File: config.mk
export PLATFORM = sky130hd
export DESIGN_NAME = dmem_byte_sequencer_flat
export DESIGN_NICKNAME = d
export VERILOG_FILES = /design/src/rtl/dmem_byte_sequencer_pkg.sv /design/src/rtl/dmem_byte_sequencer_if.sv /design/src/rtl/dmem_byte_sequencer_load_extend.sv /design/src/rtl/dmem_byte_sequencer.sv /design/src/flat_wrapper.sv
export SDC_FILE = /design/constraint.sdc
export NUM_CORES = 1
export LEC_CHECK = 0
export CAP_MARGIN = 20
export CORE_ASPECT_RATIO = 0.5
export CORE_MARGIN = 2
export CORE_UTILIZATION = 46
export DETAILED_ROUTE_END_ITERATION = 10
export PLACE_DENSITY = 0.88
export SLEW_MARGIN = 20
export SYNTH_ARGS = -nofsm -noshare
export SYNTH_HDL_FRONTEND = slang
export SYNTH_HIERARCHICAL = 1
export SYNTH_SLANG_ARGS = --single-unit
File: constraint.sdc
create_clock -name clk -period 3.29 [get_ports clk]
set_input_delay 0.658 -clock clk [delete_from_list [all_inputs] [get_ports clk]]
set_output_delay 0.658 -clock clk [all_outputs]
set_load 0.03 [all_outputs]
File: src/rtl/dmem_byte_sequencer_pkg.sv
// Shared types and helpers for the byte-wide data memory sequencer.
// Holds the access-size and FSM state encodings and the memory depth.
package dmem_pkg;

    localparam int unsigned DMEM_DEPTH = 32;

    typedef enum logic [1:0] {
        B = 2'd0,
        H = 2'd1,
        W = 2'd2,
        D = 2'd3
    } size_t;

    typedef enum logic [1:0] {
        IDLE = 2'd0,
        XFER = 2'd1,
        DONE = 2'd2
    } state_t;

    function automatic logic [3:0] size_bytes(input size_t s);
        logic [3:0] n;
        unique case (s)
            B:       n = 4'd1;
            H:       n = 4'd2;
            W:       n = 4'd4;
            default: n = 4'd8;
        endcase
        return n;
    endfunction

endpackage

File: src/rtl/dmem_byte_sequencer_if.sv
// MEM-stage request/response bundle between the pipeline and the sequencer.
// The pipeline side is the master; the sequencer is the slave.
interface dmem_byte_sequencer_if;
    logic        req_valid;
    logic        req_we;
    logic [1:0]  req_size;
    logic        req_signed;
    logic [63:0] req_addr;
    logic [63:0] req_wdata;
    logic        stall;
    logic        rsp_valid;
    logic        rsp_err;
    logic [63:0] rsp_rdata;

    modport master (
        output req_valid, req_we, req_size, req_signed, req_addr, req_wdata,
        input  stall, rsp_valid, rsp_err, rsp_rdata
    );

    modport slave (
        input  req_valid, req_we, req_size, req_signed, req_addr, req_wdata,
        output stall, rsp_valid, rsp_err, rsp_rdata
    );
endinterface

File: src/rtl/dmem_byte_sequencer_load_extend.sv
// Sign/zero extension of a little-endian load buffer to 64 bits.
// Upper bytes take the top loaded bit when signed, otherwise zero.
module dmem_load_extend
    import dmem_pkg::*;
(
    input  logic [63:0] rbuf_i,
    input  size_t       size_i,
    input  logic        signed_i,
    output logic [63:0] data_o
);

    always_comb begin
        data_o = rbuf_i;
        unique case (size_i)
            B:       data_o = {{56{signed_i & rbuf_i[7]}},  rbuf_i[7:0]};
            H:       data_o = {{48{signed_i & rbuf_i[15]}}, rbuf_i[15:0]};
            W:       data_o = {{32{signed_i & rbuf_i[31]}}, rbuf_i[31:0]};
            default: data_o = rbuf_i;
        endcase
    end

endmodule

File: src/rtl/dmem_byte_sequencer.sv
// Splits a 1/2/4/8-byte load/store into single-byte memory accesses,
// stalling the pipeline until the little-endian response is ready.
module dmem_byte_sequencer
    import dmem_pkg::*;
#(
    parameter int unsigned DEPTH = DMEM_DEPTH
) (
    input  logic                  clk,
    input  logic                  reset,
    dmem_byte_sequencer_if.slave  bus,
    output logic [63:0]           mem_adr,
    output logic [7:0]            mem_din,
    output logic                  mem_w,
    output logic                  mem_r,
    input  logic [7:0]            mem_dout
);

    state_t      state_q, state_d;
    logic [2:0]  idx_q, idx_d;
    size_t       size_q, size_d;
    logic        we_q, we_d;
    logic        signed_q, signed_d;
    logic        err_q, err_d;
    logic [63:0] addr_q, addr_d;
    logic [63:0] wdata_q, wdata_d;
    logic [63:0] rbuf_q, rbuf_d;

    logic [3:0]  req_n;
    logic [3:0]  cur_n;
    logic [64:0] end_sum;
    logic        range_err;
    logic [63:0] ext_data;

    logic        stall;
    logic        rsp_valid;
    logic        rsp_err;
    logic [63:0] rsp_rdata;

    dmem_load_extend u_ext (
        .rbuf_i   (rbuf_q),
        .size_i   (size_q),
        .signed_i (signed_q),
        .data_o   (ext_data)
    );

    always_comb begin
        state_d   = state_q;
        idx_d     = idx_q;
        size_d    = size_q;
        we_d      = we_q;
        signed_d  = signed_q;
        err_d     = err_q;
        addr_d    = addr_q;
        wdata_d   = wdata_q;
        rbuf_d    = rbuf_q;

        stall     = 1'b0;
        rsp_valid = 1'b0;
        rsp_err   = 1'b0;
        rsp_rdata = '0;
        mem_adr   = '0;
        mem_din   = '0;
        mem_w     = 1'b0;
        mem_r     = 1'b0;

        req_n     = size_bytes(size_t'(bus.req_size));
        cur_n     = size_bytes(size_q);
        // 65-bit sum so addresses near 2^64 cannot wrap into range
        end_sum   = {1'b0, bus.req_addr} + {61'd0, req_n};
        range_err = end_sum > 65'(DEPTH);

        unique case (state_q)
            IDLE: begin
                stall = bus.req_valid;
                if (bus.req_valid) begin
                    we_d     = bus.req_we;
                    signed_d = bus.req_signed;
                    size_d   = size_t'(bus.req_size);
                    addr_d   = bus.req_addr;
                    wdata_d  = bus.req_wdata;
                    idx_d    = '0;
                    rbuf_d   = '0;
                    err_d    = range_err;
                    state_d  = range_err ? DONE : XFER;
                end
            end
            XFER: begin
                stall   = 1'b1;
                mem_adr = addr_q + {61'd0, idx_q};
                if (we_q) begin
                    mem_w   = 1'b1;
                    mem_din = wdata_q[{idx_q, 3'b000} +: 8];
                end else begin
                    mem_r = 1'b1;
                    rbuf_d[{idx_q, 3'b000} +: 8] = mem_dout;
                end
                if ({1'b0, idx_q} == cur_n - 4'd1) begin
                    state_d = DONE;
                end else begin
                    idx_d = idx_q + 3'd1;
                end
            end
            DONE: begin
                rsp_valid = 1'b1;
                rsp_err   = err_q;
                rsp_rdata = (we_q || err_q) ? '0 : ext_data;
                state_d   = IDLE;
            end
            default: state_d = IDLE;
        endcase
    end

    always_ff @(posedge clk) begin
        if (reset) begin
            state_q  <= IDLE;
            idx_q    <= '0;
            size_q   <= B;
            we_q     <= 1'b0;
            signed_q <= 1'b0;
            err_q    <= 1'b0;
            addr_q   <= '0;
            wdata_q  <= '0;
            rbuf_q   <= '0;
        end else begin
            state_q  <= state_d;
            idx_q    <= idx_d;
            size_q   <= size_d;
            we_q     <= we_d;
            signed_q <= signed_d;
            err_q    <= err_d;
            addr_q   <= addr_d;
            wdata_q  <= wdata_d;
            rbuf_q   <= rbuf_d;
        end
    end

    assign bus.stall     = stall;
    assign bus.rsp_valid = rsp_valid;
    assign bus.rsp_err   = rsp_err;
    assign bus.rsp_rdata = rsp_rdata;

endmodule

File: src/flat_wrapper.sv
// flat-port wrapper written by rule: the top's interface ports become plain ports
module dmem_byte_sequencer_flat import dmem_pkg::*;
#(
    parameter int unsigned DEPTH = DMEM_DEPTH
)
  (clk, reset, mem_adr, mem_din, mem_w, mem_r, mem_dout, bus_req_valid, bus_req_we, bus_req_size, bus_req_signed, bus_req_addr, bus_req_wdata, bus_stall, bus_rsp_valid, bus_rsp_err, bus_rsp_rdata);
  dmem_byte_sequencer_if bus_i ();
  input  logic clk;
  input  logic reset;
  output logic [63:0] mem_adr;
  output logic [7:0] mem_din;
  output logic mem_w;
  output logic mem_r;
  input  logic [7:0] mem_dout;
  input wire logic [$bits(bus_i.req_valid)-1:0] bus_req_valid;
  input wire logic [$bits(bus_i.req_we)-1:0] bus_req_we;
  input wire logic [$bits(bus_i.req_size)-1:0] bus_req_size;
  input wire logic [$bits(bus_i.req_signed)-1:0] bus_req_signed;
  input wire logic [$bits(bus_i.req_addr)-1:0] bus_req_addr;
  input wire logic [$bits(bus_i.req_wdata)-1:0] bus_req_wdata;
  output wire logic [$bits(bus_i.stall)-1:0] bus_stall;
  output wire logic [$bits(bus_i.rsp_valid)-1:0] bus_rsp_valid;
  output wire logic [$bits(bus_i.rsp_err)-1:0] bus_rsp_err;
  output wire logic [$bits(bus_i.rsp_rdata)-1:0] bus_rsp_rdata;
  assign bus_i.req_valid = bus_req_valid;
  assign bus_i.req_we = bus_req_we;
  assign bus_i.req_size = bus_req_size;
  assign bus_i.req_signed = bus_req_signed;
  assign bus_i.req_addr = bus_req_addr;
  assign bus_i.req_wdata = bus_req_wdata;
  assign bus_stall = bus_i.stall;
  assign bus_rsp_valid = bus_i.rsp_valid;
  assign bus_rsp_err = bus_i.rsp_err;
  assign bus_rsp_rdata = bus_i.rsp_rdata;
  dmem_byte_sequencer #(.DEPTH(DEPTH)) u_core (.clk(clk), .reset(reset), .bus(bus_i), .mem_adr(mem_adr), .mem_din(mem_din), .mem_w(mem_w), .mem_r(mem_r), .mem_dout(mem_dout));
endmodule
==> results.json <==
{
  "initial_utilization": 0.468,
  "period_minus_slack_ps": 3910,
  "grt_start_max_net_pins": 153,
  "report.final.hold_viol_count": 0,
  "cts_tree": "built",
  "slew_viol_final": 0,
  "grt_remaining_overflow": 0,
  "cts_max_level": 1,
  "endpoint_kind": "primary output",
  "dp_slack_ps": -1160,
  "path_clk_slew_ps": 70,
  "clkLatencyLatePin_ps": 520,
  "yosysSeqAreaShare": 0.326,
  "nNetsFinal": 2308,
  "synth_xor_area_frac": 0.0544,
  "min_to": "u_core/addr_q[0]",
  "port_buffers": 283,
  "wire_per_inst_um": 17.8,
  "synth_nets": 1888,
  "rows": 42,
  "maxSlewHeadroom": 0.408,
  "setup_viol": 37,
  "timing.rr.start": "u_core/idx_q[0]",
  "grt_pass1_wl_mm": 68.3,
  "period_share": 1.19,
  "grt_pass1_vias": 13400,
  "synth-seq-cells": 202,
  "drv_cap": 0,
  "outcome": "finished, violations left",
  "syn_area_um2": 12400,
  "fmax_mhz": 256,
  "hp-class": "in2reg",
  "final.setup.tns_ps": -14730,
  "synth_flop_cell": "dfxtp_1",
  "cp-start-kind": "flip-flop",
  "gp_congestion": 0.983,
  "required_ps": 2630,
  "fillers": 1963,
  "area_delta_synth_final_pct": 49.6,
  "ys_top_cells_by_area": "dfxtp_1 (33%), nand2_1 (12%), a21oi_1 (8.9%)",
  "r2r_end": "u_core/rbuf_q[59]",
  "vias_per_cell": 5.77,
  "r2r_setup_slack_ps": 570,
  "cts.sinks": 202,
  "skew_ps": 6.92,
  "synth-edff-count": 0,
  "final_layout_size_suffix_gt1_frac": 0.254,
  "design_area_um2": 18600,
  "totalWireLength_mm": 44.8,
  "clockBufferDepth": 3,
  "synth.avg_cell_area_um2": 7.17,
  "drc_errors": 0,
  "cp_max_fo": 6,
  "ys_types": 74,
  "dp_hpwl_mm": 31.2,
  "fin_util": 0.701,
  "dr.pass1.iters": 5,
  "vias": 14500,
  "antenna_found_initial": 2,
  "synth_top_family_by_area": "simple AND/OR/NAND/NOR gates",
  "ir_worst_vdd_mv": 0.223,
  "rsz0062_at_grt": "yes",
  "numCtsBuffers": 20,
  "cts-root-buf": "clkbuf_16",
  "min-delay-start": "bus_req_addr[0]",
  "postPlaceCellArea_um2": 16900,
  "arrival_ps": 3250,
  "drt-initial-drc-count": 1585,
  "ios": 284,
  "async_flop_share": 0,
  "p_leak_nw": 7.67,
  "ff2ff_path_depth": 10,
  "synth.top_cell.area_share": 0.326,
  "powerDensity_nw_per_um2": 317,
  "yosys.area.top_type": "dfxtp_1",
  "route.antenna.remaining_nets": 0,
  "track_usage": 0.293,
  "synthSimpleGateAreaFrac": 0.343,
  "synth_mux_area_frac": 0.0341,
  "worst_pin_slew_ps": 888,
  "ys_warn_count": 6,
  "postSynthCellCount": 1730,
  "violations": "negative setup slack",
  "crit_type": "reg2out",
  "coreArea_um2": 26500,
  "hold_depth": 3,
  "synth-compound-area-share": 0.175,
  "synthAdderAreaFrac": 0.0163,
  "fp.dieH_um": 120,
  "die_w_um": 236,
  "worst_slack_ps": -618,
  "whs_ps": 410,
  "dieArea_um2": 28400
}
==> state kept, by name (all words and copies together) (netlist names) <==
name / cells
u_core/size_q: 2
u_core/rbuf_q: 64
u_core/err_q: 1
u_core/addr_q: 64
u_core/we_q: 1
u_core/idx_q: 3
u_core/signed_q: 1
u_core/wdata_q: 64
u_core/state_q: 2
==> Yosys cell counts, drive strengths merged, types with 5 or more instances <==
cell type / n
a22oi: 18
nor4: 25
mux4: 16
o211ai: 33
clkbuf: 88
nor2b: 5
a31oi: 7
nor3: 40
buf: 33
nor2: 114
ha: 13
nand2: 413
and3: 22
dfxtp: 202
xnor2: 42
nand4: 34
and2: 74
mux2i: 5
or3: 23
or4: 5
xor2: 35
inv: 25
nand3: 136
a21oi: 223
o21ai: 45
==> area by class of cell <==
type,count,area (um2),area share
multi-input cells,1382,8530,0.459
repair buffers,519,4790,0.258
flip-flops and latches,202,4060,0.219
clock buffers,29,584,0.0315
well taps,352,440,0.0237
inverters,25,93.8,0.00506
clock inverters,7,55.1,0.00297
diodes,2,5.00,0.000270
==> worst max-delay path, cell delays in order (launching register included) <==
cell	delay, ps
dfxtp_2	350
ha_4	150
fa_2	200
a21o_1	200
nor2b_4	200
and4_4	240
nand4_1	220
nor2_4	230
nand3_2	140
buf_6	170
or3_4	340
a21oi_4	150
buf_6	150
==> cells in the final DEF, fill, tap and decap left out, types with 19 or more instances in the layout <==
cell type / count
nor3_1: 22
inv_1: 24
clkdlybuf4s50_1: 132
o211ai_1: 19
buf_4: 291
nand3_1: 120
buf_6: 27
nand2_1: 405
nand4_1: 32
and3_1: 22
xnor2_1: 38
nor2_1: 101
dfxtp_1: 190
dlymetal6s2s_1: 44
clkbuf_16: 21
xor2_1: 34
o21ai_0: 31
a21oi_1: 210
and2_1: 71
==> kinds of logic after synthesis <==
kind of cell    after synthesis
mux                          21
buf+inv                     146
fa+ha+maj                    15
flops                       202
compound gates              360
simple gates                909
xor+xnor                     77
==> repair_timing <==
| item | in CTS | in global routing |
|---|---|---|
| pin swaps | 45 | 68 |
| setup buffers | 14 | 17 |
| setup endpoints to repair | 76 | 81 |
| gates cloned | 0 | 1 |
| gates resized for setup | 78 | 151 |
| hold buffers | 0 | 0 |
==> worst max-delay path by stage <==
| stage | startpoint | endpoint | slack, ps | cells past startpoint |
|---|---|---|---|---|
| 2_1_floorplan | bus_req_size[1] | u_core/state_q[1] | -90 | 12 |
| 3_3_place_gp | bus_req_size[1] | u_core/state_q[1] | -1050 | 12 |
| 3_5_place_dp | bus_req_size[1] | u_core/state_q[1] | -1160 | 12 |
| 4_1_cts | u_core/idx_q[1] | mem_adr[61] | -530 | 15 |
| 5_1_grt | u_core/addr_q[8] | mem_adr[43] | -680 | 12 |
| 6_report | u_core/addr_q[0] | mem_adr[52] | -620 | 12 |
==> per-stage QoR <==
stage,power [mW],cells
after global routing,6.07,2518
after global placement,3.55,2453
after detailed placement,3.57,2453
final,5.88,2518
after floorplan,3.09,1730
after CTS,5.83,2502
==> where the power goes <==
group          switching, mW  leakage (nW)  internal [mW]  total [mW]
logic                  0.527          5.70          0.435       0.961
clock network           1.05         0.310           1.25        2.30
registers             0.0808          1.65           2.54        2.62
total                   1.66          7.67           4.22        5.88
==> per-layer routing <==
| layer | GRT usage | part of all wire |
|---|---|---|
| met1 | 0.384 | 0.42 |
| met2 | 0.493 | 0.48 |
| met3 | 0.0423 | 0.069 |
| met4 | 0.110 | 0.034 |
| met5 | 0 | 0 |
(Power assumes the default switching activity.)
==> RTL edit 1 (same settings) <==
The 3 states of `state_t` get a one-hot encoding in 3 bits.
--- a/src/rtl/dmem_byte_sequencer_pkg.sv
+++ b/src/rtl/dmem_byte_sequencer_pkg.sv
@@ -12,8 +12,8 @@
     } size_t;
 
-    typedef enum logic [1:0] {
-        IDLE = 2'd0,
-        XFER = 2'd1,
-        DONE = 2'd2
+    typedef enum logic [2:0] {
+        IDLE = 3'b001,
+        XFER = 3'b010,
+        DONE = 3'b100
     } state_t;
 
Behaviour: no difference found for any inputs over 4 cycles, from zero or initial values and one cycle with reset high; so few cycles prove little.
==> RTL edit 1 against the original RTL <==
  * The flow still finishes with violations (setup timing)
  * Total power rose by 4.7%
  * Sequential cell count rose by 1
  * Critical path type unchanged
  * Largest power group unchanged
  * Hold slack improved by 0.042 ns
  * Routed wire length rose by 0.69%
  * Synthesized area rose by 1.8%
  * Die area rose by 1.7%
  * Synthesized cell count rose by 1.8%
  * Setup slack improved by 0.16 ns
  * Final area fell by 2.8%
  * Combinational power barely moved
==> RTL edit 1: results (changes against the original RTL) <==
- Status: finished with violations
- Failing checks: setup timing
- Total Wirelength: 45100 um (+0.69%)
- Grt ovf: 0 (unchanged)
- Largest net degree at the start of global routing: 199 (+30%)
- Clk slew on worst S/H paths: 0.07 ns (about the same)
- Clock buffers: 27 (-6.9%)
- Max_slew headroom: 41.0% (+0.21 points)
- Initial antenna violation count: 5 (+3)
- First-pass GRT wire length: 69000 um (+0.96%)
- GRT Util Overall: 29.5% (+0.20 points)
- Antenna cells: 5 (+3)
- Signal buf overhead: 24.7% (-1.2 points)
- Slowest CP cell: or3_4
- Comb power frac: 15.6% (-0.7 points)
- Arrival time at the worst endpoint: 3.09 ns (-0.16 ns)
- Netlist cell types: 76 (+2.7%)
- Number of synthesized register bits: 203 (+0.50%)
- Number of multi-input logic gates: 1403 (+1.5%)
- Post-DP HPWL: 31600 um (+1.4%)
- Fraction of area in registers: 22.6% (+0.73 points)
- Fin Clk Skew: 0.00899 ns (+0.00208 ns)
- Clock Network Area Fraction: 3.88% (+0.44 points)
- Placed standard-cell area: 16800 sq um (-0.70%)
- Lkg Pwr: 0.00698 uW (-9.0%)
- Logic inverters: 17 (-32%)
- Vias after detailed routing: 14400 (-0.95%)
- # resized after CTS: 89 (+14%)
- Worst setup margin: -0.454 ns (+0.165 ns)
- Hold Crit Class: register to register
- Multi-input logic area: 8300 sq um (-2.7%)
- Number of global-route vias before repair: 13400 (+0.23%)
- Cell family with most CP delay: simple AND/OR/NAND/NOR gates
- Maximum VDD drop: 250 uV (+12%)
- # Post-CTS Setup Buffers: 7 (-7)
- First-pass iteration count of the detailed router: 6 (+1)
- Final setup vio count: 30 (-19%)
- Initial DRC count: 1493 (-5.8%)
- Top post-synthesis cells by area: dfxtp_1 (32%), nand2_1 (13%), a21oi_1 (9.0%)
- Critical path peak fanout: 7 (+1)
- DP Worst Slack: -0.765 ns (+0.400 ns)
- Seq/Total Area, Yosys: 32.2% (-0.41 points)
- Signal buffers: 486 (-6.4%)
- Max incr delay on CP: 0.40 ns (+0.05 ns)
- PwrDens: 341 nW/um^2 (+7.6%)
- Internal power: 4500 uW (+6.5%)
- Total nets after synthesis: 1916 (+1.5%)
- Gpl congestion: 0.965 (-1.8%)
- Fraction of layout cells with a size suffix above 1: 22.3% (-3.1 points)
- # fillers: 2130 (+8.5%)
## RTL edit 1: routing by layer
| metal | global-route usage, % | up-vias | routed length [um] |
|---|---|---|---|
| li1 | - | 6833 | - |
| met1 | 38.3 | 6853 | 18600 |
| met2 | 50.2 | 595 | 22000 |
| met3 | 3.94 | 106 | 3110 |
| met4 | 11.3 | 0 | 1380 |
| met5 | 0 | - | 0 |
## RTL edit 1: worst reg2reg max path, delay by kind of cell, from the launching register on
family                     cells  cell delay, ns
and+or+nand+nor                4            0.91
AOI/OAI and AO/OA              1            0.17
buffers and inverters          2            0.44
adders and majority gates      2            0.57
DFF                            1            0.37
## RTL edit 1: path summary, 6_finish.rpt
| path | cells after the start | from | slack (ns) | end |
|---|---|---|---|---|
| setup reg to reg | 9 | u_core/idx_q[0] | 0.76 | u_core/rbuf_q[1] |
| hold / removal | 2 | u_core/wdata_q[0] | 0.45 | u_core/wdata_q[0] |
| hold reg to reg | 2 | u_core/wdata_q[0] | 0.45 | u_core/wdata_q[0] |
| setup / recovery | 9 | u_core/addr_q[21] | -0.45 | mem_adr[63] |
## RTL edit 1: cells by family (layout without fill, tap and decap cells)
group,after synthesis,in the layout,synth area share [%]
flip-flops,203,203,32.2
XOR/XNOR,84,84,5.83
multiplexers,24,24,3.60
buffers and inverters,155,536,5.36
other,0,5,0
adder cells (fa/ha/maj),12,12,1.31
AND/OR/NAND/NOR,948,948,36.3
AO/OA/AOI/OAI,335,335,15.4
## RTL edit 1: per-stage QoR
step           hold WS, ns  total power [uW]  TNS (ns)  cells
5_1_grt              0.468              6360    -11.19   2499
3_3_place_gp         0.440              3600     -1.97   2445
2_1_floorplan        0.433              3140         0   1761
4_1_cts              0.453              6140     -4.92   2485
6_report             0.452              6150     -7.57   2499
3_5_place_dp         0.444              3610     -2.19   2445
==> RTL edit 2 (config.mk and constraints unchanged) <==
Made on the original files. Reset style: asynchronous (`reset`), changed in one clocked block.
--- a/src/rtl/dmem_byte_sequencer.sv
+++ b/src/rtl/dmem_byte_sequencer.sv
@@ -111,5 +111,5 @@
     end
 
-    always_ff @(posedge clk) begin
+    always_ff @(posedge clk or posedge reset) begin
         if (reset) begin
             state_q  <= IDLE;
Formal check against the unedited RTL: differs if reset is asserted again (counterexample within 4 cycles, from zero or initial values and one cycle with reset high); with reset held inactive, the same outputs for 4 cycles.
==> RTL edit 2 against the original RTL <==
  * The flow still finishes with violations (setup timing)
  * Setup slack worse by 0.57 ns
  * Synthesized area grew 5.8%
  * Total power grew 14%
  * Routed wire length up 23%
  * Utilization rose by 0.46 points
  * First-iteration DRC count is 33% higher
  * Final area grew 5.9%
  * Sequential cell count unchanged
  * Critical path type unchanged
  * Largest cell class unchanged
  * Largest power group unchanged
==> RTL edit 2: results (changes against the original RTL) <==
- Status: finished with violations
- Failing checks: setup timing
- Fraction of area in registers: 25.7% (+3.8 points)
- Final setup vio count: 55 (+49%)
- Ys flop type: dfrtp_1
- Post-DP HPWL: 33800 um (+8.6%)
- # fillers: 1890 (-3.7%)
- Total Wirelength: 54900 um (+23%)
- Gpl congestion: 0.922 (-6.2%)
- Seq/Total Area, Yosys: 38.5% (+5.9 points)
- GRT met3 Usage: 4.99% (+0.76 points)
- Worst slew pin tran: 0.886 ns (-0.00213 ns)
- Compound-cell area share of the yosys netlist: 12.0% (-5.5 points)
- Adder-cell share of the synthesized area: 1.54% (-0.090 points)
- Fraction of layout cells with a size suffix above 1: 27.0% (+1.6 points)
- Core Util, Final: 70.5% (+0.46 points)
- Number of multi-input logic gates: 1331 (-3.7%)
- Layout Nets: 2327 (+0.82%)
- Drt wl/cell: 21.4 um (+20%)
- Total nets after synthesis: 1879 (-0.48%)
- Slowest CP cell: or4_4
- Area added between synthesis and finish: 49.7% (about the same)
- Register Area: 5060 sq um (+24%)
- First-pass iteration count of the detailed router: 8 (+3)
- Antenna cells: 3 (+1)
- Signal buffers: 540 (+4.0%)
- Multi-input logic area: 8230 sq um (-3.4%)
- Clk_lat worst skew: 0.50 ns (-0.02 ns)
- Routed wl met2: 25600 um (+19%)
- Netlist cell types: 65 (-12%)
- Cell count after placement: 2498 (+1.8%)
- XOR/XNOR share of the synthesized area: 4.40% (-1.0 points)
- Placed standard-cell area: 17800 sq um (+5.5%)
- Vias after detailed routing: 15600 (+7.3%)
- Number of global-route vias before repair: 14400 (+7.2%)
- Critical path peak fanout: 3 (-3)
- Top cells by count, synth: nand2_1 (496), dfrtp_1 (202), nand3_1 (137), o21ai_0 (113), nor2_1 (101)
- Clock Network Area Fraction: 3.30% (-0.14 points)
- Met1 wire length: 19600 um (+5.4%)
- Total CTS buffers: 21 (+5.0%)
- Mapped Avg Cell Area: 7.63 sq um (+6.4%)
- Clock buffers: 25 (-14%)
- Met1 usage: 39.9% (+1.5 points)
- First-pass GRT wire length: 75800 um (+11%)
- Logic inverters: 73 (+190%)
- Initial DRC count: 2115 (+33%)
- Async set-reset flop share out of synthesis: 100% (+100 points)
- Multiplexer share of the synthesized area: 3.14% (-0.26 points)
- Maximum VDD drop: 260 uV (+16%)
- Worst setup margin: -1.19 ns (-0.574 ns)
## RTL edit 2: final timing paths
check / start / to / slack [ns] / cells past startpoint
min: bus_req_size[0] / u_core/size_q[0] / 0.46 / 3
min reg2reg: u_core/wdata_q[27] / u_core/wdata_q[27] / 0.47 / 2
max reg2reg: u_core/idx_q[1] / u_core/rbuf_q[19] / 0.22 / 11
max in group asynchronous: reset / u_core/rbuf_q[55] / 1.91 / 3
min in group asynchronous: reset / u_core/wdata_q[34] / 0.62 / 2
max: u_core/addr_q[13] / mem_adr[62] / -1.19 / 10
## RTL edit 2: what timing repair did
item / in CTS / in global routing
gates resized for setup: 135 / 169
setup endpoints to repair: 69 / 94
buffers inserted: 16 / 18
pin swaps: 38 / 53
## RTL edit 2: power groups by stage
stage / Clock, uW / Combinational (uW) / Sequential [uW]
floorplan: 0 / 637 / 2870
CTS: 2320 / 1300 / 2870
finish: 2330 / 1440 / 2910
global route: 2440 / 1530 / 2920
global placement: 0 / 1230 / 2890
detailed placement: 0 / 1270 / 2900
